===== src/rtl/spi_word_sequencer.sv =====
// Burst sequencer feeding a SpiBase shift engine: buffers host words in a send FIFO,
// launches them one at a time, and collects the received words in a receive FIFO.

module spi_word_fifo #(
    parameter int W     = 32,
    parameter int DEPTH = 8,
    parameter int AF    = 6,
    parameter int AE    = 2
) (
    input  logic                     clock,
    input  logic                     nReset,
    input  logic                     wr_en,
    input  logic [W-1:0]             wr_data,
    input  logic                     rd_en,
    output logic [W-1:0]             rd_data,
    output logic [$clog2(DEPTH):0]   count,
    output logic                     full,
    output logic                     empty,
    output logic                     almost_full,
    output logic                     almost_empty
);
    localparam int PW = $clog2(DEPTH);
    localparam int CW = PW + 1;
    localparam logic [CW-1:0] DEPTH_C = CW'(DEPTH);

    logic [W-1:0]  mem_q [DEPTH];
    logic [PW-1:0] wr_ptr_q, wr_ptr_d, rd_ptr_q, rd_ptr_d;
    logic [CW-1:0] count_q, count_d;
    logic          full_q, full_d, empty_q, empty_d;
    logic          afull_q, afull_d, aempty_q, aempty_d;
    logic          do_wr, do_rd;

    always_comb begin
        do_wr    = wr_en && (count_q != DEPTH_C);
        do_rd    = rd_en && (count_q != '0);
        wr_ptr_d = do_wr ? wr_ptr_q + PW'(1) : wr_ptr_q;
        rd_ptr_d = do_rd ? rd_ptr_q + PW'(1) : rd_ptr_q;
        count_d  = count_q + CW'(do_wr) - CW'(do_rd);
        // Flags trail the count by one cycle; the FSM relies on that push latency.
        full_d   = (count_q == DEPTH_C);
        empty_d  = (count_q == '0);
        afull_d  = (count_q >= CW'(AF));
        aempty_d = (count_q <= CW'(AE));
    end

    always_ff @(posedge clock or negedge nReset) begin
        if (!nReset) begin
            for (int i = 0; i < DEPTH; i++) mem_q[i] <= '0;
            wr_ptr_q <= '0;
            rd_ptr_q <= '0;
            count_q  <= '0;
            full_q   <= 1'b0;
            empty_q  <= 1'b1;
            afull_q  <= 1'b0;
            aempty_q <= 1'b1;
        end else begin
            if (do_wr) mem_q[wr_ptr_q] <= wr_data;
            wr_ptr_q <= wr_ptr_d;
            rd_ptr_q <= rd_ptr_d;
            count_q  <= count_d;
            full_q   <= full_d;
            empty_q  <= empty_d;
            afull_q  <= afull_d;
            aempty_q <= aempty_d;
        end
    end

    assign rd_data      = mem_q[rd_ptr_q];
    assign count        = count_q;
    assign full         = full_q;
    assign empty        = empty_q;
    assign almost_full  = afull_q;
    assign almost_empty = aempty_q;
endmodule

module spi_word_sequencer #(
    parameter int MAX_WORD_SIZE      = 32,
    parameter int FIFO_DEPTH         = 8,
    parameter int ALMOST_FULL_LEVEL  = 6,
    parameter int ALMOST_EMPTY_LEVEL = 2
) (
    input  logic                     clock,
    input  logic                     nReset,
    input  logic                     enable,
    output logic                     busy,
    output logic                     nCS,
    input  logic                     push,
    input  logic [MAX_WORD_SIZE-1:0] sendData,
    output logic                     fullSendFifo,
    output logic                     emptySendFifo,
    output logic                     almostFullSendFifo,
    output logic                     almostEmptySendFifo,
    input  logic                     pop,
    output logic [MAX_WORD_SIZE-1:0] recvData,
    output logic                     fullRecvFifo,
    output logic                     emptyRecvFifo,
    output logic                     almostFullRecvFifo,
    output logic                     almostEmptyRecvFifo,
    output logic                     spiStart,
    output logic [MAX_WORD_SIZE-1:0] spiSendData,
    input  logic                     spiReady,
    input  logic [MAX_WORD_SIZE-1:0] spiRecvData
);
    localparam int CW = $clog2(FIFO_DEPTH) + 1;
    localparam logic [CW-1:0] DEPTH_C = CW'(FIFO_DEPTH);
    localparam logic [CW-1:0] LAST_C  = CW'(FIFO_DEPTH - 1);

    typedef enum logic [2:0] {IDLE, SETUP, LAUNCH, WAIT_BUSY, WAIT_DONE, STORE} state_t;

    state_t                   state_q, state_d;
    logic [MAX_WORD_SIZE-1:0] spi_send_data_q, spi_send_data_d;
    logic [MAX_WORD_SIZE-1:0] send_head;
    logic [CW-1:0]            send_count, recv_count;
    logic                     recv_pop_eff, recv_full_after_store;

    spi_word_fifo #(
        .W(MAX_WORD_SIZE), .DEPTH(FIFO_DEPTH), .AF(ALMOST_FULL_LEVEL), .AE(ALMOST_EMPTY_LEVEL)
    ) u_send_fifo (
        .clock(clock), .nReset(nReset),
        .wr_en(push), .wr_data(sendData),
        .rd_en(state_q == LAUNCH), .rd_data(send_head),
        .count(send_count),
        .full(fullSendFifo), .empty(emptySendFifo),
        .almost_full(almostFullSendFifo), .almost_empty(almostEmptySendFifo)
    );

    spi_word_fifo #(
        .W(MAX_WORD_SIZE), .DEPTH(FIFO_DEPTH), .AF(ALMOST_FULL_LEVEL), .AE(ALMOST_EMPTY_LEVEL)
    ) u_recv_fifo (
        .clock(clock), .nReset(nReset),
        .wr_en(state_q == STORE), .wr_data(spiRecvData),
        .rd_en(pop), .rd_data(recvData),
        .count(recv_count),
        .full(fullRecvFifo), .empty(emptyRecvFifo),
        .almost_full(almostFullRecvFifo), .almost_empty(almostEmptyRecvFifo)
    );

    always_comb begin
        state_d         = state_q;
        spi_send_data_d = spi_send_data_q;
        // Receive count as it will stand after this STORE write (and any host pop).
        recv_pop_eff          = pop && (recv_count != '0);
        recv_full_after_store = (recv_count == LAUNCH_GUARD(LAST_C)) && !recv_pop_eff;
        case (state_q)
            IDLE:      if (enable && !emptySendFifo && (recv_count != DEPTH_C) && spiReady)
                           state_d = SETUP;
            SETUP:     state_d = LAUNCH;
            LAUNCH: begin
                spi_send_data_d = send_head;
                state_d         = WAIT_BUSY;
            end
            WAIT_BUSY: if (!spiReady) state_d = WAIT_DONE;
            WAIT_DONE: if (spiReady) state_d = STORE;
            STORE:     state_d = (enable && (send_count != '0) && !recv_full_after_store)
                                 ? LAUNCH : IDLE;
            default:   state_d = IDLE;
        endcase
    end

    function automatic logic [CW-1:0] LAUNCH_GUARD(input logic [CW-1:0] lvl);
        return lvl;
    endfunction

    always_ff @(posedge clock or negedge nReset) begin
        if (!nReset) begin
            state_q         <= IDLE;
            spi_send_data_q <= '0;
        end else begin
            state_q         <= state_d;
            spi_send_data_q <= spi_send_data_d;
        end
    end

    assign busy        = (state_q != IDLE);
    assign nCS         = (state_q == IDLE);
    assign spiStart    = (state_q == LAUNCH);
    assign spiSendData = spi_send_data_q;
endmodule


===== config.mk =====
export PLATFORM = sky130hd
export DESIGN_NAME = spi_word_sequencer
export DESIGN_NICKNAME = d
export VERILOG_FILES = /design/src/rtl/spi_word_sequencer.sv
export SDC_FILE = /design/constraint.sdc
export NUM_CORES = 1
export LEC_CHECK = 0
export BUFFER_PORTS_ARGS = -buffer_cell sky130_fd_sc_hd__buf_2
export CAP_MARGIN = 10
export CORE_MARGIN = 5
export CORE_UTILIZATION = 30
export CTS_BUF_LIST = sky130_fd_sc_hd__clkbuf_4
export CTS_CLUSTER_SIZE = 25
export DETAILED_ROUTE_END_ITERATION = 10
export PLACE_DENSITY = 0.55
export SYNTH_ARGS = -nofsm -noshare
export SYNTH_HDL_FRONTEND = slang
export SYNTH_SLANG_ARGS = --single-unit

===== constraint.sdc =====
create_clock -name clock -period 2.9 [get_ports clock]
set_input_delay 0.145 -clock clock [delete_from_list [all_inputs] [get_ports clock]]
set_output_delay 0.145 -clock clock [all_outputs]
set_load 0.01 [all_outputs]

Yosys cells after proc, flatten, opt, wreduce, memory -nomap -nowiden
Cells that the tools add are included.
{ "classes": {"n_addsub": 8, "mul": 0, "div_mod_pow": 0, "magnitude_cmp": 10, "eq_ne": 13, "shifts": 0, "mux": 17, "bitwise_logic": 4, "reduce_logical": 22} }
{ "ops": {"columns": ["op", "count"], "rows": [
  ["bitwise mux 256 bit", 2],
  ["binary-select mux 32 bit (select 3 bit)", 2],
  ["demux 32 bit (select 3 bit)", 2],
  ["2-to-1 mux 32 bit", 6],
  ["case mux 3 bit (6 select lines)", 1],
  [">= comparator 4 bit (second input constant)", 4],
  ["NOT 3 -> 4 bit", 4],
  ["adder 3 x 1 -> 3 bit (second input constant)", 4],
  ["logical AND 1 bit", 12],
  ["2-to-1 mux 3 bit", 3],
  ["adder 4 x 1 -> 4 bit", 2],
  ["equality test 4 bit (second input constant)", 2],
  [">= comparator 4 x 3 -> 1 bit (second input constant)", 2],
  ["less-or-equal comparator 4 x 2 -> 1 bit (second input constant)", 2],
  ["zero test 4 bit", 2],
  ["less-than comparator 4 x 1 -> 1 bit (second input constant)", 2],
  ["!= test 4 bit (second input constant)", 2],
  ["nonzero test 4 bit", 2],
  ["subtractor 4 x 1 -> 4 bit", 2],
  ["equality test 3 x 2 -> 1 bit (second input constant)", 2],
  ["equality test 3 bit (second input constant)", 2],
  ["equality test 4 x 3 -> 1 bit (second input constant)", 1],
  ["!= test 2 bit (second input constant)", 2],
  ["equality test 3 x 1 -> 1 bit (second input constant)", 1],
  ["other kinds (6)", 8]
]} }
{ "word_totals": {"reg_bits": 575, "latch_bits": 0, "mem_bits_rw": 0, "romBits": 0, "output_inout_bits": 75, "word_cells": 106, "memories": 0} }

Depth between registers and ports, before layout
{ "depth": {"word_depth": 8, "mapped_depth": 10, "depth_no_buf": 10} }

Modules after synthesis
Synthesis repeated with hierarchy kept, for this count alone.
{ "unflattened": {"cells_unflattened": 1536, "area_unflattened_um2": 26779.4} }
{ "modules_own_cells": {"columns": ["mod", "instances", "cells_per_inst", "area_each_um2"], "rows": [
  ["spi_word_fifo (u_send_fifo)", 1, 722, 12622.1],
  ["spi_word_fifo (u_recv_fifo)", 1, 723, 12599.6],
  ["spi_word_sequencer", 1, 91, 1557.7]
]} }

Worst setup path after synthesis
OpenSTA, ideal clock, no wires.
{ "synth_timing": {"path_type": "reg-to-reg", "start": "register state_q[2]", "end": "register u_send_fifo.count_q[2], in the netlist u_send_fifo.count[2]", "setup_ps": 123, "arrival_time_ps": 2146, "required_ps": 2777, "setup_slack_ps": 631, "stages_incl_launch_ff": 10, "n_path_buf": 2, "path_cell_list": "dfrtp_1 -> buf_2 -> or3b_2 -> clkbuf_1 -> nor2_1 -> ha_1 -> inv_1 -> ha_1 -> fa_1 -> xor2_1"} }
{ "synth_via": {"elab_chain_len": 3} }
{ "synth_lines": {"columns": ["element", "line_no", "text"], "rows": [
  ["start, declared", "110", "state_t state_q, state_d;"],
  ["start signal, assigned", "169", "state_q <= state_d;"],
  ["equality test 3 x 2 -> 1 bit", "121", ".rd_en(state_q == LAUNCH), .rd_data(send_head),"],
  ["logical AND 1 bit", "35", "do_rd = rd_en && (count_q != '0);"],
  ["named net u_send_fifo.do_rd", "31", "logic do_wr, do_rd;"],
  ["subtractor 4 x 1 -> 4 bit", "38", "count_d = count_q + CW'(do_wr) - CW'(do_rd);"],
  ["named net u_send_fifo.count_d[2]", "28", "logic [CW-1:0] count_q, count_d;"],
  ["end signal, assigned", "60", "count_q <= count_d;"],
  ["end, declared", "28", null]
]} }
The timed path passes the listed nets, and every way through them passes these cells.
A chain may end at the register's enable or synchronous reset.

Worst setup path after layout
{ "layout_timing": {"start": "register u_recv_fifo.rd_ptr_q[0]", "end": "output port recvData[31]"} }
{ "layout_via": {"elab_chain_len": 4} }
{ "layout_lines": {"columns": ["element", "line_no", "text"], "rows": [
  ["start, declared", "27", "logic [PW-1:0] wr_ptr_q, wr_ptr_d, rd_ptr_q, rd_ptr_d;"],
  ["start signal, assigned", "59", "rd_ptr_q <= rd_ptr_d;"],
  ["NOT 3 -> 4 bit (not written as such)", "68", "assign rd_data = mem_q[rd_ptr_q];"],
  ["binary-select mux 32 bit (select 3 bit)", "68", null],
  ["2-to-1 mux 32 bit (not written as such) (2 in series)", "68", null],
  ["end, declared", "94", "output logic [MAX_WORD_SIZE-1:0] recvData,"]
]} }
No other way between the ends. The select of a mux whose other input is x is not followed.

==> impl_metrics.yaml <==
status:
  outcome: "finished, violations left"
  violations: "negative setup slack"
final_layout:
  seq_area_um2: 14410
  fin_area_um2: 32550
  multi_input_area_um2: 11100
  final_cells: 3379
  finalNetCount: 2187
  fin_util: 0.3752
  syn_to_final_growth_pct: 24.05
  layout-drive-gt1-share: 0.5273
  fill_cells: 8288
worst_setup_path:
  end_kind: "output port"
  critPathMaxFanout: 10
  reg2reg_depth: 7
  startpoint: "u_recv_fifo.rd_ptr_q[0]"
  path_class: "reg -> out"
  r2r_setup_slack_ns: 0.09
  r2r-start: "u_send_fifo.count[2]"
  crit_path_start_kind: "flip-flop"
  r2r-end: "u_send_fifo.mem_q[162]"
  crit_arrival_ns: 2.76
  critPathRequiredTime_ns: 2.76
routing:
  routedWlPerCell_um: 19.85
  wirelength_mm: 67.08
  first_pass_iters: 4
  antenna_left: 0
  drc: 0
  num_vias: 15920
  routed_via_density: 4.713
  drt-initial-drc-count: 576
power_and_ir_drop:
  p_sw_mw: 11.23
  p_leak_nw: 14.74
  seqPwrFrac: 0.379
  power.density_nw_per_um2: 1053
  clkPwrFrac: 0.223
  swShare: 0.3274
  combPwrFrac: 0.398
  intPower_mw: 23.06
  vdd_drop_max_mv: 0.4645
synthesis:
  synthCells: 1679
  yosys-top-cells-count: "571 x dfrtp_1, 539 x mux2_2, 64 x mux2i_1, 64 x mux4_2, 60 x mux2_4"
  synth_enable_flop_cells: 0
  netlist_area_um2: 26240
  ys_async_sr_fraction: 1.000
  ys_seq_area_frac: 0.5486
  synth_most_common_cell: "dfrtp_1"
  synth_top_cell_area_share: 0.5446
  synthDistinctLibCells: 48
  dominantRegCellSynth: "dfrtp_1"
  syn_avg_cell_area_um2: 15.63
  synth_fp_nets: 1772
  ys_ff_latch: 575
  yosysTopAreaCell: "dfrtp_1"
  yosysWarnings: 0
  yosys-top-cells-area: "dfrtp_1 54%, mux2_2 23%, mux4_2 5.5%"
floorplan:
  die_w_um: 305.7
  std_cell_rows: 108
  fp.dieH_um: 305.7
  coreArea_um2: 86750
  ios: 145
  start_util: 0.3025
  die_area_um2: 93480
timing:
  setup_ws_ns: -0.007324
  slew_viol_final: 0
  max-slew-margin-rel: 0.5613
  fin_worst_skew_ns: 0.07378
  finalSetupTns_ns: -0.03679
  fin_crit_ns: 2.907
  clock.fmax_mhz: 344.0
  worst_pin_slew_ns: 0.6581
  period_share: 1.003
  rsz0062_at_grt: "true"
  hold_viol: 0
  setup_viol: 8
place:
  dp_cells: 2930
  place_hpwl_mm: 40.10
  dpl_cell_area_um2: 28440
  port_buffers: 144
  gp_congestion: 0.7142
global_route:
  grt_overflow_total: 0
  antenna_found_initial: 8
  grt_max_degree: 105
  grt_pass1_vias: 18070
  grt_pass1_wl_mm: 106.1
  grt.total_usage: 0.1444
run:
  maxCapViolCount: 0
min_path:
  hp-class: "in -> reg"
  hp-start: "sendData[21]"
  hold_path_depth: 3
  min_to: "u_send_fifo.mem_q[181]"
cts:
  cts_sinks: 575
  cts_tree: "yes"
  clk_pin_slew_ns: 0.06
  cts-root-buf: "clkbuf_4"
  worstSkewPairLatency_ns: 1.06
  clock_path_buffers: 3
  htreeDepth: 4
  numCtsBuffers: 161
[per-stage QoR]
step | worst slack (ns) | hold slack (ns) | total power, mW
4_1_cts | -0.2454 | 0.01159 | 34.72
2_1_floorplan | 0.6309 | -0.1506 | 21.61
6_report | -0.007324 | 0.1454 | 34.29
5_1_grt | -0.2142 | 0.08536 | 36.51
3_5_place_dp | 0.4483 | 0.1663 | 25.64
3_3_place_gp | 0.4238 | 0.1647 | 25.17
[cell type report]
cell class | instances | area share
sequential | 575 | 0.4426
multi-input combinational | 977 | 0.3410
timing repair buffer | 361 | 0.1037
clock buffer | 248 | 0.05720
tap | 1155 | 0.04440
clock inverter | 40 | 0.008610
inverter | 18 | 0.002153
antenna | 5 | 0.0003844
[power groups by stage]
stage               clock [mW]  combinational [mW]  sequential, mW
finish                    7.66                13.6            13.0
global route              8.43                14.7            13.3
CTS                       8.01                13.7            13.0
detailed placement           0                12.5            13.2
global placement             0                12.2            13.0
floorplan                    0                9.26            12.4
[timing repair]
action	CTS	global route
gates resized for setup	55	11
setup buffers	7	4
setup endpoints to repair	32	32
cloned	4	2
hold endpoints to repair	1104	0
hold buffers	142	0
[cells in the final DEF, fill, tap and decap left out, types with 4 or more instances in the layout]
master / n
nor2_1: 6
nor4b_4: 5
buf_16: 5
dlygate4sd3_1: 141
mux2_4: 83
a22o_1: 33
nand4_1: 7
mux4_2: 64
mux2i_1: 64
clkinv_4: 5
ha_1: 21
buf_6: 26
dfstp_2: 4
buf_2: 119
o31ai_1: 33
nand3_1: 4
buf_4: 37
clkinv_1: 24
o22ai_1: 32
inv_1: 16
clkbuf_4: 248
buf_12: 29
mux2_1: 13
clkinvlp_4: 4
nand2_1: 43
diode_2: 5
nor2b_1: 6
dfrtp_1: 567
mux2_2: 516
xor2_1: 7
xnor2_1: 5
[worst max-delay path by stage]
stage	cells after the start	to
final	5	recvData[31]
after global routing	5	recvData[12]
after CTS	5	recvData[2]
after detailed placement	6	u_recv_fifo.mem_q[10]
after global placement	6	u_recv_fifo.mem_q[79]
after floorplan	9	u_send_fifo.count[2]
[worst max-delay path, stage by stage (launching register included)]
cell     delay (ns)
dfrtp_4        0.47
buf_12         0.17
buf_12         0.16
mux4_2         0.52
mux2_4         0.29
buf_6          0.12
[registers in the layout (all words and copies together) (netlist names), 3 cells and up]
signal / flops
spiSendData: 32
state_q: 3
u_recv_fifo.count: 4
u_recv_fifo.mem_q: 256
u_recv_fifo.rd_ptr_q: 3
u_recv_fifo.wr_ptr_q: 3
u_send_fifo.count: 4
u_send_fifo.mem_q: 256
u_send_fifo.rd_ptr_q: 3
u_send_fifo.wr_ptr_q: 3
[layer usage]
layer / GRT usage / wire, um / vias up
li1: - / - / 7180
met2: 0.2432 / 33360 / 291
met5: 0 / 17 / -
met4: 0.04994 / 1431 / 4
met1: 0.1825 / 29810 / 8323
met3: 0.03559 / 2464 / 126
[kinds of logic (layout without fill, tap and decap cells)]
| kind of cell | Yosys count | in the layout | synth area share |
|---|---|---|---|
| AOI/OAI and AO/OA | 110 | 110 | 0.03109 |
| DFF | 575 | 575 | 0.5486 |
| muxes | 740 | 740 | 0.3506 |
| adders and majority gates | 23 | 23 | 0.01154 |
| and+or+nand+nor | 92 | 92 | 0.02170 |
| buffers and inverters | 127 | 667 | 0.03252 |
| xor gates and xnor gates | 12 | 12 | 0.004006 |
| other | 0 | 5 | 0 |
No activity file was read; power rests on OpenSTA's default activity.
